===== config.mk =====
export PLATFORM = sky130hd
export DESIGN_NAME = pipe_stage_skid
export DESIGN_NICKNAME = d
export VERILOG_FILES = /design/src/rtl/pipe_stage_skid.sv
export SDC_FILE = /design/constraint.sdc
export NUM_CORES = 1
export LEC_CHECK = 0
export BUFFER_PORTS_ARGS = -buffer_cell sky130_fd_sc_hd__buf_4
export CORE_MARGIN = 4
export CORE_UTILIZATION = 30
export DETAILED_ROUTE_END_ITERATION = 8
export SYNTH_ARGS = -nofsm -noshare
export SYNTH_HDL_FRONTEND = slang
export SYNTH_SLANG_ARGS = --single-unit

===== constraint.sdc =====
create_clock -name clk -period 1.75 [get_ports clk]
set_input_delay 0.35 -clock clk [delete_from_list [all_inputs] [get_ports clk]]
set_output_delay 0.35 -clock clk [all_outputs]
set_load 0.05 [all_outputs]

===== src/rtl/pipe_stage_skid.sv =====
// Purpose: generic pipeline-stage register with valid/ready handshake and 2-entry skid buffer; in_ready is registered.
// Latency: 1 cycle from acceptance to out_valid; sustains one transfer per cycle while downstream is ready.
// Backpressure: the skid entry absorbs the transfer in flight when out_ready drops; in_ready falls one cycle later.
// Optional build macro PIPE_STAGE_STAT_EN adds saturating stall_cnt / bubble_cnt outputs.
module pipe_stage_skid #(
  parameter int                 DATA_W   = 64,
  parameter int                 WEN_W    = 4,
  parameter logic [DATA_W-1:0]  RST_DATA = '0
) (
  input  logic              clk,
  input  logic              rst,
  input  logic              flush,
  input  logic              in_valid,
  output logic              in_ready,
  input  logic [DATA_W-1:0] in_data,
  input  logic [WEN_W-1:0]  in_wen,
  output logic              out_valid,
  input  logic              out_ready,
  output logic [DATA_W-1:0] out_data,
  output logic [WEN_W-1:0]  out_wen,
  output logic [1:0]        occupancy
`ifdef PIPE_STAGE_STAT_EN
  ,
  output logic [31:0]       stall_cnt,
  output logic [31:0]       bubble_cnt
`endif
);

  typedef enum logic [1:0] {
    EMPTY = 2'd0,
    ONE   = 2'd1,
    FULL  = 2'd2
  } state_t;

  state_t              state_q, state_d;
  logic                in_ready_q;
  logic [DATA_W-1:0]   main_d, skid_d;
  logic [WEN_W-1:0]    main_w, skid_w;
  logic                main_v, skid_v;
  logic                acc, drn;
  logic                ld_main_in, ld_main_skid, ld_skid;

  // Entry-valid flags fall straight out of the state encoding.
  assign main_v = (state_q != EMPTY);
  assign skid_v = (state_q == FULL);

  assign acc = in_valid & in_ready_q;
  assign drn = main_v & out_ready;

  assign in_ready  = in_ready_q;
  assign out_valid = main_v;
  // Payload and write enables are masked whenever the stage holds nothing, so a bubble never writes state.
  assign out_data  = main_v ? main_d : RST_DATA;
  assign out_wen   = main_v ? main_w : '0;
  assign occupancy = {1'b0, main_v} + {1'b0, skid_v};

  // Next-state and register-load selection; FULL never sees acc because in_ready is low there.
  always_comb begin
    state_d      = state_q;
    ld_main_in   = 1'b0;
    ld_main_skid = 1'b0;
    ld_skid      = 1'b0;
    case (state_q)
      EMPTY: begin
        if (acc) begin
          ld_main_in = 1'b1;
          state_d    = ONE;
        end
      end
      ONE: begin
        if (acc && drn) begin
          ld_main_in = 1'b1;
        end else if (acc) begin
          ld_skid = 1'b1;
          state_d = FULL;
        end else if (drn) begin
          state_d = EMPTY;
        end
      end
      FULL: begin
        if (drn) begin
          ld_main_skid = 1'b1;
          state_d      = ONE;
        end
      end
      default: begin
        state_d = EMPTY;
      end
    endcase
  end

  // State and registered ready; reset and flush both empty the stage and drop any same-cycle input.
  always_ff @(posedge clk) begin
    if (rst || flush) begin
      state_q    <= EMPTY;
      in_ready_q <= 1'b1;
    end else begin
      state_q    <= state_d;
      in_ready_q <= (state_d != FULL);
    end
  end

  // Payload storage; main is refilled from input or from skid, skid only captures while main is stalled.
  always_ff @(posedge clk) begin
    if (rst || flush) begin
      main_d <= RST_DATA;
      main_w <= '0;
      skid_d <= RST_DATA;
      skid_w <= '0;
    end else begin
      if (ld_main_in) begin
        main_d <= in_data;
        main_w <= in_wen;
      end else if (ld_main_skid) begin
        main_d <= skid_d;
        main_w <= skid_w;
      end
      if (ld_skid) begin
        skid_d <= in_data;
        skid_w <= in_wen;
      end
    end
  end

`ifdef PIPE_STAGE_STAT_EN
  // Saturating stall/bubble counters; only rst clears them, a flush cycle counts on the pre-flush out_valid.
  always_ff @(posedge clk) begin
    if (rst) begin
      stall_cnt  <= '0;
      bubble_cnt <= '0;
    end else begin
      if (main_v && !out_ready && (stall_cnt != 32'hFFFF_FFFF)) begin
        stall_cnt <= stall_cnt + 32'd1;
      end
      if (!main_v && out_ready && (bubble_cnt != 32'hFFFF_FFFF)) begin
        bubble_cnt <= bubble_cnt + 32'd1;
      end
    end
  end
`endif

endmodule


==> results.toml <==
[layout]
fin_util = 0.427
drive_gt1_frac = 0.260
fillers = 1950
seq_area_um2 = 2780
area_delta_synth_final_pct = 39.1
fin_nets = 959
diodes = 0
multi_input_area_um2 = 2760

[setup_path]
r2r_end = "main_d[26]"
reg2reg_slack_ns = 0.19
cp.required_ns = 1.40
critPathKind = "reg -> out"
rr_worst_depth = 6
endpoint_kind = "primary output"
critPathArrivalTime_ns = 1.53
cp-start-kind = "flip-flop"
cp_max_fo = 36
timing.rr.start = "state_q[0]"

[global_routing]
grtUsageTotal = 0.151
grt_max_degree = 69
grt_pass1_wl_mm = 26.6
grt_overflow = 0
antenna_found_initial = 0
grt_pass1_vias = 5101

[floorplan]
chipWidth_um = 147
core_um2 = 18800
die-height_um = 147
boundaryPins = 145
die_area_um2 = 21600
initial_utilization = 0.307
num_rows = 50

[pwr]
p_per_area_nw_per_um2 = 919
netSwitchingFraction = 0.237
internal_power_uw = 5640
power_frac_clock = 0.463
sequentialPowerShare = 0.445
p_switching_uw = 1750
power.leakage_uw = 0.00294
combPwrFrac = 0.092
peakVddDrop_mv = 0.629

[sta]
grt_setup_unrepaired = "yes"
fmax_mhz = 531
timing.slew.headroom = 0.597
tightest_slew_ns = 0.604
period_needed_ns = 1.88
slew_violations = 0
hold-worst-slack_ns = 0.191
finalCritPeriodShare = 1.08
final-hold-violation-count = 0
postLayoutSetupSlackWorst_ns = -0.134
finalSetupViolCount = 68
clock_skew_ns = 0.0105

[min_path]
hold_path_class = "in -> reg"
min-delay-start = "in_data[1]"
min_path_cells = 3
min_delay_worst_endpoint = "skid_d[1]"

[placed_design]
gp_congestion = 0.737
io_buffers = 144
dp_hpwl_mm = 10.4

[synthesis]
synthCells = 770
yosysSeqAreaShare = 0.481
synth_ff_type = "dfxtp_1"
synth_area_um2 = 5780
yosysWarnings = 0
synthArstFlopShare = 0
avgSynthCellArea_um2 = 7.51
syn_nets = 843
ys_types = 24
ys_ff_latch = 139
synth_edf_count = 0

[clock_network]
cts-root-buf = "clkbuf_16"
hold_buffers = 0
cts_buffer_depth = 2
insertion_delay_ns = 0.41
cts_buffers = 17
cts.sinks = 139
htree_levels = 4
cts_tree = "done"
path_clk_slew_ns = 0.06
postCtsSetupRepairBufs = 0

[route]
drt_wl_total_mm = 16.5
num_vias = 5499
drtAntennaViolNets = 0
dr.pass1.iters = 5
drc = 0
initialDrtViolationCount = 247
wl_per_cell_um = 14.3
viasPerCell = 4.75

[run]
cap_violations = 0

[run_status]
failed_checks = "setup timing"
status = "complete, but fails checks"
[layout make-up]
type	count	share of cell area
clock inverters	8	0.0120
repair buffers	164	0.202
multi-input cells	563	0.343
clock buffers	22	0.0565
flip-flops and latches	139	0.346
inverters	1	0.000467
well taps	260	0.0404
[power groups by stage]
stage	Combinational, uW	Clock [uW]	Sequential, uW
floorplan	359	0	3350
global placement	632	0	3360
detailed placement	639	0	3360
CTS	682	3510	3290
global route	740	3660	3300
finish	679	3420	3290
[cells by family (layout without fill, tap and decap cells)]
family,Yosys count,after routing,share of synthesized area
simple gates,355,355,0.266
buf+inv,68,195,0.0569
flops,139,139,0.481
compound gates,207,207,0.194
mux,1,1,0.00173
[worst max-delay path by stage]
stage                from      endpoint
6_report       state_q[0]  out_data[35]
5_1_grt        state_q[0]  out_data[35]
4_1_cts        state_q[1]  out_data[53]
3_5_place_dp    out_ready     skid_d[7]
3_3_place_gp    out_ready    skid_d[62]
2_1_floorplan  state_q[1]  out_data[57]
[synthesized netlist by cell type (2+ instances only)]
master | number | area (um^2)
o21ai_0 | 54 | 270
nor2_1 | 2 | 7.51
or2_2 | 2 | 12.5
and2_1 | 69 | 432
buf_2 | 23 | 115
o21ai_1 | 14 | 70.1
dfxtp_1 | 139 | 2780
buf_4 | 6 | 45.0
a21oi_1 | 70 | 350
a31oi_1 | 68 | 425
clkbuf_1 | 34 | 128
nand2_1 | 275 | 1030
buf_6 | 3 | 33.8
[flip-flops by register name, summed over array words and instances, names as in the netlist]
register,cells
in_ready,1
main_d,64
main_w,4
skid_d,64
skid_w,4
state_q,2
[what timing repair did]
action,4_1_cts,5_1_grt
pin swaps,1,1
gates cloned,1,0
endpoints found under the setup margin,69,69
gates resized for setup,86,10
[stage by stage]
step	TNS (ns)	setup slack [ns]	power (uW)	instance area, um^2	cells
2_1_floorplan	-0.0281	-0.0281	3700	5810	770
3_5_place_dp	0	0.0804	4000	7130	1126
3_3_place_gp	0	0.102	3990	7130	1126
6_report	-7.96	-0.134	7390	8050	1157
4_1_cts	-10.79	-0.173	7490	8020	1157
5_1_grt	-12.20	-0.201	7700	8050	1157
[layer usage]
layer | track usage | up-vias | routed length [um]
met5 | 0 | - | 0
met4 | 0.0334 | 0 | 119
met3 | 0.0484 | 8 | 936
met2 | 0.245 | 131 | 7580
met1 | 0.197 | 2579 | 7880
li1 | - | 2781 | -
[worst max-delay path, stage by stage (launching register included)]
cell and delay, ns:
dfxtp_1 0.31, or2_4 0.31, buf_12 0.17, and2_1 0.18
buf_6 0.15
[cells in the final DEF (no fill, tap or decap), drive strengths merged]
master	n
a21oi	70
a31oi	68
and2	69
and2b	1
and3b	1
buf	164
bufinv	2
clkbuf	22
clkinv	5
clkinvlp	1
dfxtp	139
inv	1
mux2i	1
nand2	276
nand2b	1
nor2	2
nor2b	1
nor3	1
o21ai	68
o22a	1
or2	2
or3	1
Power figures use the tool's default switching activity.
